File: src/rtl/generator_pkg.sv
// rtl/generator_pkg.sv - shared constants and width helper for the waveform generator path
package generator_pkg;

  // Default phase accumulator / increment width.
  localparam int DEF_ACC_W = 24;

  // Number of bits needed to count 0..value-1; shared with the address counter.
  function automatic int clogb2(input int value);
    int r;
    r = 0;
    for (int v = value - 1; v > 0; v = v >> 1) begin
      r = r + 1;
    end
    return r;
  endfunction

endpackage

File: src/rtl/phase_acc.sv
// rtl/phase_acc.sv - phase accumulator with clear/run control and registered overflow strobe
module phase_acc
  import generator_pkg::*;
#(
  parameter int ACC_W = DEF_ACC_W
) (
  input  logic             i_clk,
  input  logic             i_rst,
  input  logic             i_run,
  input  logic             i_clear,
  input  logic [ACC_W-1:0] i_inc,
  output logic             o_carry,
  output logic             o_up
);

  logic [ACC_W-1:0] r_acc;
  logic             r_up;
  logic [ACC_W:0]   w_sum;

  assign w_sum = {1'b0, r_acc} + {1'b0, i_inc};

  // Carry of the add actually performed this cycle; no add happens under clear or while stopped.
  assign o_carry = i_run & ~i_clear & w_sum[ACC_W];
  assign o_up    = r_up;

  // Accumulate while running, clear has priority, carry is registered into the strobe.
  always_ff @(posedge i_clk or posedge i_rst) begin
    if (i_rst) begin
      r_acc <= '0;
      r_up  <= 1'b0;
    end else if (i_clear) begin
      r_acc <= '0;
      r_up  <= 1'b0;
    end else if (i_run) begin
      r_acc <= w_sum[ACC_W-1:0];
      r_up  <= w_sum[ACC_W];
    end else begin
      r_up  <= 1'b0;
    end
  end

endmodule

File: src/rtl/rate_gen.sv
// rtl/rate_gen.sv - sample-rate strobe generator; RATE_GEN_IMMEDIATE_EN selects immediate increment updates
module rate_gen
  import generator_pkg::*;
#(
  parameter int ACC_W = DEF_ACC_W
) (
  input  logic             i_clk,
  input  logic             i_rst,
  input  logic             i_run,
  input  logic             i_clear,
  input  logic [ACC_W-1:0] i_inc,
  input  logic             i_load_valid,
  output logic             o_load_ready,
  output logic [ACC_W-1:0] o_inc_active,
  output logic             o_up
);

  logic [ACC_W-1:0] r_inc_active;

  assign o_inc_active = r_inc_active;

`ifdef RATE_GEN_IMMEDIATE_EN

  phase_acc #(.ACC_W(ACC_W)) u_phase_acc (
    .i_clk   (i_clk),
    .i_rst   (i_rst),
    .i_run   (i_run),
    .i_clear (i_clear),
    .i_inc   (r_inc_active),
    .o_carry (),
    .o_up    (o_up)
  );

  assign o_load_ready = 1'b1;

  // Every request takes effect on its own edge; phase continuity is not kept.
  always_ff @(posedge i_clk or posedge i_rst) begin
    if (i_rst) begin
      r_inc_active <= '0;
    end else if (i_load_valid) begin
      r_inc_active <= i_inc;
    end
  end

`else

  logic [ACC_W-1:0] r_pend;
  logic             r_pend_v;
  logic             w_carry;
  logic             w_commit;
  logic             w_handshake;

  phase_acc #(.ACC_W(ACC_W)) u_phase_acc (
    .i_clk   (i_clk),
    .i_rst   (i_rst),
    .i_run   (i_run),
    .i_clear (i_clear),
    .i_inc   (r_inc_active),
    .o_carry (w_carry),
    .o_up    (o_up)
  );

  // Swapping the increment is only safe at a period boundary, when stopped, or when idle at zero.
  assign w_commit     = ~i_run | (r_inc_active == '0) | w_carry;
  assign o_load_ready = ~r_pend_v;
  assign w_handshake  = i_load_valid & ~r_pend_v;

  // Commit directly when safe, otherwise park the value in the shadow register until the next carry.
  always_ff @(posedge i_clk or posedge i_rst) begin
    if (i_rst) begin
      r_inc_active <= '0;
      r_pend       <= '0;
      r_pend_v     <= 1'b0;
    end else if (r_pend_v) begin
      if (w_commit) begin
        r_inc_active <= r_pend;
        r_pend_v     <= 1'b0;
      end
    end else if (w_handshake) begin
      if (w_commit) begin
        r_inc_active <= i_inc;
      end else begin
        r_pend   <= i_inc;
        r_pend_v <= 1'b1;
      end
    end
  end

`endif

endmodule

File: config.mk
export PLATFORM = sky130hd
export DESIGN_NAME = rate_gen
export DESIGN_NICKNAME = d
export VERILOG_FILES = /design/src/rtl/generator_pkg.sv /design/src/rtl/phase_acc.sv /design/src/rtl/rate_gen.sv
export SDC_FILE = /design/constraint.sdc
export NUM_CORES = 1
export LEC_CHECK = 0
export BUFFER_PORTS_ARGS = -buffer_cell sky130_fd_sc_hd__buf_2
export CORE_UTILIZATION = 60
export DETAILED_ROUTE_END_ITERATION = 8
export PLACE_DENSITY = 0.82
export SLEW_MARGIN = 20
export SYNTH_ARGS = -nofsm -noshare
export SYNTH_HDL_FRONTEND = slang
export SYNTH_HIERARCHICAL = 1
export SYNTH_SLANG_ARGS = --single-unit
export TNS_END_PERCENT = 1
File: constraint.sdc
create_clock -name i_clk -period 4.1 [get_ports i_clk]
set_input_delay 0.41 -clock i_clk [delete_from_list [all_inputs] [get_ports i_clk]]
set_output_delay 0.41 -clock i_clk [all_outputs]
set_load 0.03 [all_outputs]
### After elaboration in Yosys (flattened, before gate mapping)

Index checks and enable logic that the tools add are counted.

| word-level totals | value |
|---|---|
| logic and storage cells | 31 |
| input port bits | 29 |
| output and inout port bits | 26 |
| bits in registers | 74 |

| operators by class | value |
|---|---|
| reductions and logical operators | 5 |
| bitwise gates (word level) | 9 |
| add/subtract/negate cells | 1 |
| muxes and demuxes | 11 |

Operator list:

| operator | count |
|---|---|
| two-way mux 24 bit | 6 |
| adder 24 x 24 -> 25 bit | 1 |
| zero test 24 bit | 1 |
| two-way mux 1 bit | 5 |
| inverter 1 bit | 4 |
| nonzero test 2 bit | 2 |
| bitwise AND 1 bit | 3 |
| AND reduction 3 bit | 1 |
| OR 1 bit | 2 |
| AND reduction 2 bit | 1 |

### Logic depth before layout (Yosys ltp)

Gate-level depths: netlist (run 1).

| depth | value |
|---|---|
| depth in word-level cells | 7 |
| depth in mapped cells | 14 |
| depth with buffers taken out | 12 |

### Cells and area by module

The synthesis (run 1) kept the hierarchy.

Modules (own cells, without submodules):

| module | cells an instance | instances | sequential area each (um2) | area an instance (um2) |
|---|---|---|---|---|
| rate_gen | 284 | 1 | 1226.2 | 2776.4 |
| phase_acc | 266 | 1 | 625.6 | 2328.5 |

### Least setup slack after synthesis (run 1)

Ideal clock, no wire load.

| timing path | value |
|---|---|
| path type | reg2reg |
| from | reg r_inc_active[0], in the netlist o_inc_active[0] |
| to | reg r_inc_active[10], in the netlist o_inc_active[10] |
| path buffers | 1 |
| cell stages (with the launch flop) | 14 |
| setup time | 0.094 ns |
| arrival time | 3.298 ns |
| path slack | 0.708 ns |
| period minus slack after synthesis | 3.392 ns |
| required time | 4.006 ns |
| cell sequence | dfrtp_1 ha_1 fa_1 a211oi_2 o21ai_1 nand4_2 nand3b_2 o211ai_1 a21oi_1 nor2b_1 nor2_1 clkbuf_1 a221o_1 a211oi_1 |

| on the way | value |
|---|---|
| word-level cells in the longest chain between the ends | 4 |
| elaborated cells between the ends (all ways) | 6 |
| those cells by class | 1 x add/sub; 3 x bitwise; 2 x reduce/logical |

Ends and longest elaborated chain:

| item | line | source |
|---|---|---|
| start, declared | rate_gen.sv:18 | `logic [ACC_W-1:0] r_inc_active;` |
| start signal, assigned | rate_gen.sv:76 | `r_inc_active <= r_pend;` |
| start signal, assigned | rate_gen.sv:81 | `r_inc_active <= i_inc;` |
| adder 24 x 24 -> 25 bit | phase_acc.sv:20 | `assign w_sum = {1'b0, r_acc} + {1'b0, i_inc};` |
| bitwise AND 1 bit | phase_acc.sv:23 | `assign o_carry = i_run & ~i_clear & w_sum[ACC_W];` |
| net w_carry | rate_gen.sv:49 | `logic w_carry;` |
| OR 1 bit | rate_gen.sv:64 | `assign w_commit = ~i_run \| (r_inc_active == '0) \| w_carry;` |
| AND reduction 2 bit (no source line) | - |  |

The timed path passes the listed nets, and every way through them passes these cells.
A chain may end at the register's enable or synchronous reset.

### Worst setup path after layout (run 1)

| timing path | value |
|---|---|
| from | reg r_inc_active[0], in the netlist o_inc_active[0] |
| to | reg r_pend[19] |

| on the way | value |
|---|---|
| word-level cells in the longest chain between the ends | 5 |
| elaborated cells between the ends (all ways) | 7 |
| those cells by class | 1 x add/sub; 4 x bitwise; 2 x reduce/logical |

Ends and longest elaborated chain:

| item | line | source |
|---|---|---|
| adder 24 x 24 -> 25 bit | phase_acc.sv:20 |  |
| bitwise AND 1 bit | phase_acc.sv:23 |  |
| net w_carry | rate_gen.sv:49 |  |
| OR 1 bit | rate_gen.sv:64 |  |
| inverter 1 bit (no source line) | - |  |
| AND reduction 3 bit (no source line) | - |  |
| end signal, assigned | rate_gen.sv:83 | `r_pend <= i_inc;` |
| end, declared | rate_gen.sv:47 | `logic [ACC_W-1:0] r_pend;` |

The timed path passes the listed nets, and every way through them passes these cells.

==> parameters.txt, run 1 <==
Parameter                              Value

Run status
  Result of the run ... complete, no violations

Clock network
  Clock Tree Root ... clkbuf_8
  Count of buffers added by post-CTS timing repair for setup ... 0
  TritonCTS clock tree ... done
  Clock slew seen by the registers of the worst setup and hold paths ... 0.08 ns
  H-tree level count ... 3
  Resize count post-CTS ... 0
  Buffers from clock root to sink, at most ... 2
  Clock Sinks ... 74
  Hold-fix buffer count after cts ... 0
  Insertion delay of the later-clocked pin in the worst-skew pair ... 0.35 ns
  Cts bufs inserted ... 9

Worst setup path
  Worst reg2reg startpoint ... o_inc_active[0]$_DFFE_PP0P_
  Worst setup path category ... reg -> reg
  Worst reg2reg path endpoint ... r_pend[19]$_DFFE_PP0P_
  Capture point of the critical path ... r_pend[19]$_DFFE_PP0P_
  Capturing element type of the critical path ... flip-flop
  Critical path's top delay family ... compound AO/OA/AOI/OAI gates
  Internal reg-to-reg setup slack ... 0.37 ns
  Count of cells along the worst register-to-register path ... 11
  Maximum fanout along the worst path ... 24
  Buf+Inv Stages, Crit Path ... 0
  Critical path's largest stage delay ... 0.49 ns
  Crit-path slowest cell ... mux2_1
  Worst endpoint required time ... 4.33 ns
  Critical Path Start ... o_inc_active[0]$_DFFE_PP0P_
  Critical path arrival ... 3.96 ns
  Critical path, cell by cell ... ha_1, fa_1, a211oi_2, o21ai_1, nand4_2, nand3b_2, o211ai_1, a21oi_1, nor2b_1, o2111ai_4, mux2_1
  Critical Path Source Type ... flip-flop
  Number of logic stages on the critical path including buffering ... 11

STA
  Setup_tns ... 0 ns
  Final cycle utilization of the critical path ... 91.0%
  Final min period ... 3.73 ns
  Final max-slew violation count ... 0
  Slew of the pin with the lowest slew margin ... 1.02 ns
  Finish-stage setup viols ... 0
  Post-route setup slack ... 0.370 ns
  Setup repair after global routing missed its margin ... false
  Highest achievable clock rate ... 0.268 GHz
  Final Hold Violating Endpoints ... 0
  Slew HR ... 31.6%
  Setup skew after layout ... 0.00764 ns
  Minimum hold slack ... 0.192 ns

Layout
  Final standard cell utilization of the core ... 68.4%
  Total area of sequential cells ... 1850 sq um
  Fill cell instance count of the final layout ... 645
  Post-synthesis to final-layout area growth ... 10.2%
  Non-filler instance count after layout ... 699
  Fin area ... 5620 sq um
  Footprint of the multi-input gates ... 3080 sq um
  Number of nets in the layout ... 643
  Fraction of final layout cells sized beyond drive strength 1 ... 16.3%
  Number of antenna repair diodes ... 0

Routing
  Vias post-DR ... 4,615
  WL/cell ... 18.2 um
  Number of remaining DRC errors ... 0
  Remaining antenna violation count after routing ... 0
  Via-per-instance ratio ... 6.60
  Total wire length ... 12,700 um
  Detailed Routing Iterations Pass 1 ... 5
  Iteration-0 DRC Markers ... 231

GRT
  Maximum number of pins on one net before global-route repair ... 51
  Wire length of the first global-routing pass ... 20,500 um
  Antenna violations before repair ... 0
  Overall fraction of global-route tracks in use ... 29.8%
  Total global routing overflow ... 0
  Vias in the first global route ... 4,272

Flow run
  Count of max-cap constraint violations ... 0

Synth
  Seq/Total Area, Yosys ... 36.3%
  Count of warnings emitted by yosys ... 6
  Flip-flop and latch count after synthesis ... 74
  Post-synth EDFFs ... 0
  Leading register cell type out of synthesis ... dfrtp_1
  Total nets after synthesis ... 604
  Syn avg cell area ... 9.28 sq um
  Mapped cell area ... 5100 sq um
  Proportion of register bits with asynchronous set or reset after synthesis ... 100%
  Post-synthesis instance total ... 550
  Number of distinct standard cells referenced by the synthesized netlist ... 66

Floorplanning
  Vertical die dimension ... 94.2 um
  Core Rows ... 33
  Core footprint ... 8220 sq um
  Die Outline Area ... 8880 sq um
  Io pins ... 55
  Initial standard-cell utilization of the core ... 62.1%
  Horiz. Die Dim ... 94.2 um

Power and ir drop
  P per Cell Area ... 484 nW/um^2
  Leak pwr ... 2.56 nW
  Peak supply drop ... 0.355 mV
  Power after layout ... 2.72 mW

Place
  Setup Slack @ Placement ... 0.379 ns
  Last weighted congestion value of the routability-driven placer ... 0.942
  Area after detailed placement ... 5410 sq um
  Number of input and output port buffers inserted ... 54
  Dpl cells ... 683
  HPWL Detailed ... 9080 um

Hold path
  Worst min path class ... in -> async
kinds of logic after synthesis:
group	after synthesis	share of synthesized area, %
flops	74	36.3
compound gates	154	23.7
simple gates	194	17.7
buf+inv	40	3.33
fa+ha+maj	25	6.27
xor+xnor	9	1.54
mux	54	11.2
final cells by class:
cell class | instances | area share [%]
Timing Repair Buffer | 60 | 5.61
Clock inverter | 6 | 1.31
Tap cell | 105 | 2.34
Clock buffer | 10 | 2.45
Sequential cell | 74 | 32.9
Multi-Input combinational cell | 436 | 54.8
Inverter | 8 | 0.556
how the worst min path moves through the flow:
stage | end | slack [ns] | cells after the start
5_1_grt | u_phase_acc/r_acc[13]$_DFFE_PP0P_ | 0.23 | 2
2_1_floorplan | u_phase_acc/o_up$_DFF_PP0_ | 0.44 | 1
3_3_place_gp | u_phase_acc/r_acc[11]$_DFFE_PP0P_ | 0.47 | 2
4_1_cts | r_pend[11]$_DFFE_PP0P_ | 0.28 | 2
3_5_place_dp | r_pend[9]$_DFFE_PP0P_ | 0.48 | 1
6_report | u_phase_acc/r_acc[15]$_DFFE_PP0P_ | 0.19 | 2
flip-flops by register name, summed over array words and instances, names as in the netlist:
register           flops
r_pend                24
u_phase_acc/r_acc     24
o_inc_active          24
u_phase_acc/o_up       1
r_pend_v               1
routing by layer:
layer / GRT usage, % / part of all wire (%) / wire length, um / vias up
li1: - / - / - / 2160
met3: 4.13 / 5.4 / 689 / 18
met1: 39.9 / 45 / 5670 / 2251
met5: 0 / 0 / 0 / -
met4: 10.6 / 1.9 / 240 / 0
met2: 49.0 / 48 / 6110 / 186
worst register-to-register path, stage by stage, from the launching register on:
cell and delay, ns:
dfrtp_1 0.43, ha_1 0.26, fa_1 0.44, a211oi_2 0.25, o21ai_1 0.21, nand4_2 0.18, nand3b_2 0.16, o211ai_1 0.26
a21oi_1 0.13, nor2b_1 0.32, o2111ai_4 0.48, mux2_1 0.49
synth_stat cells (all sizes together), types with 3 or more instances:
library cell  count  share of area (%)
nor2             77                5.7
nor4              6               0.74
ha               24                5.9
clkbuf           22                1.6
nand4             8                1.1
a21o              7                1.0
o211ai            5               0.74
a32o              4               0.78
nand3b            4               0.66
nor3             27                2.6
xnor2             6                1.0
buf              10                1.1
inv               8               0.59
nand2            45                3.3
mux2i            30                5.9
dfrtp            74                 36
xor2              3               0.51
a21oi            26                2.7
a211oi           34                5.2
o21ai            25                2.5
nand2b            7               0.86
mux2             24                5.3
and3              5               0.61
a221o            24                4.7
cells in the final DEF, fill, tap and decap left out, types with 3 or more instances in the layout:
| cell | synthesis | layout |
|---|---|---|
| dfrtp_1 | 74 | 74 |
| clkinv_4 | 0 | 3 |
| a211oi_1 | 32 | 32 |
| o21ai_0 | 20 | 20 |
| ha_1 | 24 | 24 |
| clkbuf_8 | 0 | 10 |
| nand2_1 | 45 | 45 |
| xnor2_1 | 6 | 6 |
| nand4_1 | 7 | 7 |
| a21o_1 | 7 | 7 |
| nor4_1 | 6 | 6 |
| a21oi_1 | 24 | 24 |
| o211ai_1 | 5 | 5 |
| nor3_1 | 27 | 27 |
| o21ai_1 | 4 | 4 |
| buf_4 | 0 | 6 |
| inv_1 | 8 | 6 |
| mux2i_1 | 30 | 30 |
| a32o_1 | 4 | 4 |
| mux2_2 | 4 | 4 |
| buf_2 | 4 | 54 |
| and3_1 | 5 | 5 |
| xor2_1 | 3 | 3 |
| nand3b_1 | 3 | 3 |
| a221o_1 | 24 | 24 |
| nor2_1 | 77 | 77 |
| nand2b_1 | 7 | 7 |
| mux2_1 | 20 | 20 |
report_power, final:
group | internal (mW) | switching (mW) | total [mW]
registers | 0.873 | 0.160 | 1.03
logic | 0.420 | 0.669 | 1.09
clock network | 0.305 | 0.295 | 0.601
total | 1.60 | 1.12 | 2.72
(Power assumes the default switching activity.)
==> inputs of run 2 (changes only) <==
- CORE_UTILIZATION: 60 -> 59
- SLEW_MARGIN: 20 -> default
- SYNTH_HIERARCHICAL: 1 -> default
==> parameters.txt, run 2 <==
Parameter                              Value

Synth
  Multiplexer share of the synthesized area ... 8.29%
  Largest cells by area after synthesis ... dfrtp_1 (40%), ha_1 (6.5%), nand2_1 (5.7%), mux2_2 (5.4%), o2bb2ai_1 (4.2%)
  Syn avg cell area ... 9.34 sq um
  Top-count cell post-synth ... dfrtp_1
  Compound-cell area share of the yosys netlist ... 19.3%
  Flip-flop and latch count after synthesis ... 74
  Cell accounting for the most synthesized area ... dfrtp_1
  Post-synthesis instance total ... 491
  Mapped cell area ... 4590 sq um
  Commonest cells in the netlist ... dfrtp_1 (74), nand2_1 (70), nor2_1 (29)
  Number of distinct standard cells referenced by the synthesized netlist ... 57
  XOR/XNOR share of the synthesized area ... 3.25%
  Adder-cell share of the synthesized area ... 6.98%
  Largest family of logic cells by synthesized area ... compound AO/OA/AOI/OAI gates
  Post-synth EDFFs ... 0
  Post-synth top area share ... 40.4%
  Proportion of register bits with asynchronous set or reset after synthesis ... 100%
  Count of warnings emitted by yosys ... 0
  Seq/Total Area, Yosys ... 40.4%
  Total nets after synthesis ... 545
  Synthesized-area fraction occupied by and/or/nand/nor cells ... 17.2%
  Leading register cell type out of synthesis ... dfrtp_1

Worst setup path
  Critical Path Start ... o_inc_active[0]$_DFFE_PP0P_
  Critical Path Source Type ... flip-flop
  Worst endpoint required time ... 4.31 ns
  Worst reg2reg path endpoint ... o_inc_active[16]$_DFFE_PP0P_
  Capturing element type of the critical path ... flip-flop
  Worst setup path category ... reg -> reg
  Crit-path slowest cell ... dfrtp_1
  Critical path, cell by cell ... ha_1, inv_1, fa_1, nand2b_1, a21oi_1, o311a_1, a211oi_2, a21oi_2, buf_4, or2_1, buf_4, o211ai_1
  Maximum fanout along the worst path ... 19
  Critical path arrival ... 3.50 ns
  Internal reg-to-reg setup slack ... 0.82 ns
  Worst reg2reg startpoint ... o_inc_active[0]$_DFFE_PP0P_
  Critical path's top delay family ... compound AO/OA/AOI/OAI gates
  Critical path's largest stage delay ... 0.43 ns
  Count of cells along the worst register-to-register path ... 12
  Buf+Inv Stages, Crit Path ... 3
  CP most frequent cell ... buf_4

Clock network
  Clock slew seen by the registers of the worst setup and hold paths ... 0.09 ns
  H-tree level count ... 3
  Buffers from clock root to sink, at most ... 2
  Count of buffers added by post-CTS timing repair for setup ... 0
  TritonCTS clock tree ... done
  Resize count post-CTS ... 0
  Hold-fix buffer count after cts ... 0
  Clock Sinks ... 74
  Insertion delay of the later-clocked pin in the worst-skew pair ... 0.35 ns
  Clock Tree Root ... clkbuf_8
  Cts bufs inserted ... 9

Place
  HPWL Detailed ... 7810 um
  Last weighted congestion value of the routability-driven placer ... 0.876
  Number of input and output port buffers inserted ... 54

GRT
  Antenna violations before repair ... 0
  Overall fraction of global-route tracks in use ... 28.3%
  Wire length of the first global-routing pass ... 18,500 um
  Maximum number of pins on one net before global-route repair ... 48
  Vias in the first global route ... 3,824
  Total global routing overflow ... 0

Routing
  Number of remaining DRC errors ... 0
  Vias post-DR ... 3,989
  WL/cell ... 17.1 um
  Iteration-0 DRC Markers ... 222
  Detailed Routing Iterations Pass 1 ... 5
  Via-per-instance ratio ... 6.19
  Total wire length ... 11,000 um
  Remaining antenna violation count after routing ... 0

Flow run
  Count of max-cap constraint violations ... 0

Floorplanning
  Initial standard-cell utilization of the core ... 62.2%
  Horiz. Die Dim ... 90.2 um
  Core footprint ... 7370 sq um
  Io pins ... 55
  Vertical die dimension ... 90.2 um
  Die Outline Area ... 8130 sq um
  Core Rows ... 31

STA
  Setup repair after global routing missed its margin ... false
  Final max-slew violation count ... 0
  Slew HR ... 34.4%
  Finish-stage setup viols ... 0
  Final cycle utilization of the critical path ... 80.1%
  Final min period ... 3.28 ns
  Setup_tns ... 0 ns
  Slew of the pin with the lowest slew margin ... 0.983 ns
  Setup skew after layout ... 0.0169 ns
  Final Hold Violating Endpoints ... 0
  Highest achievable clock rate ... 0.304 GHz

Layout
  Number of antenna repair diodes ... 0
  Number of nets in the layout ... 594
  Leading cell type in the layout, fill and taps excluded ... dfrtp_1
  Fraction of final layout cells sized beyond drive strength 1 ... 19.4%
  Most frequent cells in the layout ... dfrtp_1 (74), nand2_1 (70), buf_2 (54), nor2_1 (29), inv_1 (27)
  Post-synthesis to final-layout area growth ... 11.4%

Power and ir drop
  Peak supply drop ... 0.238 mV
  Relative contribution of the clock network to total power ... 17.3%
  Power after layout ... 3.13 mW
  P per Cell Area ... 612 nW/um^2
  Leak pwr ... 2.36 nW
  Gate power share ... 46.3%
  Fraction of power consumed by sequential logic ... 36.4%
  Net switching share of the total power ... 43.8%
  NetSw ... 1.37 mW
  Internal power component ... 1.76 mW

Hold path
  Worst min path class ... in -> async

Run status
  Result of the run ... complete, no violations
[run 2: changes by cell type after synthesis, sizes merged, moves of 7 or more]
cell,change
nor2,-48
a211oi,-27
nand2,+25
nor3,-25
a221o,-24
nand3,+24
o2bb2ai,+22
o211ai,+21
inv,+20
mux2i,-19
a21oi,-8
xnor2,+7
[run 2: power by group through the flow]
stage	clock network [mW]	registers [mW]	logic, mW
finish	0.541	1.14	1.45
global route	0.579	1.16	1.60
CTS	0.547	1.13	1.44
detailed placement	0	1.15	1.43
global placement	0	1.14	1.38
floorplan	0	1.21	1.01
[run 2: kinds of logic (layout without fill, tap and decap cells)]
group | after synthesis | after routing
multiplexers | 35 | 35
flip-flops | 74 | 74
AO/OA/AOI/OAI | 121 | 121
buffers and inverters | 51 | 105
adder cells (fa/ha/maj) | 25 | 25
AND/OR/NAND/NOR | 168 | 168
XOR/XNOR | 17 | 17
[run 2: area by class of cell]
class / count / area [sq um]
inverters: 28 / 105
clock inverters: 7 / 58.8
clock buffers: 9 / 124
well taps: 99 / 124
flip-flops and latches: 74 / 1850
multi-input cells: 366 / 2520
fillers: 579 / 2260
repair buffers: 61 / 323
[run 2: worst reg2reg max path, stage by stage, from the launching register on]
cell      delay, ns
dfrtp_1        0.43
ha_1           0.23
inv_1          0.08
fa_1           0.40
nand2b_1       0.18
a21oi_1        0.25
o311a_1        0.30
a211oi_2       0.12
a21oi_2        0.15
buf_4          0.25
or2_1          0.37
buf_4          0.28
o211ai_1       0.12
[run 2: layer usage]
metal | track usage, % | part of all wire, %
met4 | 11.3 | 2.8
met3 | 4.23 | 5.5
met1 | 37.7 | 43
met5 | 0 | 0
met2 | 46.4 | 49
[run 2: how the worst max path moves through the flow]
stage | to | slack [ns] | cells past startpoint
2_1_floorplan | r_pend[10]$_DFFE_PP0P_ | 1.12 | 11
3_5_place_dp | o_inc_active[16]$_DFFE_PP0P_ | 0.84 | 12
6_report | o_inc_active[16]$_DFFE_PP0P_ | 0.82 | 12
5_1_grt | o_inc_active[16]$_DFFE_PP0P_ | 0.49 | 12
4_1_cts | o_inc_active[16]$_DFFE_PP0P_ | 0.82 | 12
3_3_place_gp | r_pend[4]$_DFFE_PP0P_ | 0.98 | 12
[run 2: per-stage QoR]
step	instances	utilization (%)	hold slack (ns)	cell area [sq um]	setup WS (ns)
2_1_floorplan	491	-	0.453	4590	1.12
3_3_place_gp	628	66.9	0.468	4930	0.976
3_5_place_dp	628	66.9	0.486	4930	0.842
4_1_cts	644	69.3	0.288	5110	0.824
5_1_grt	644	69.3	0.294	5110	0.486
6_report	644	69.3	0.281	5110	0.815
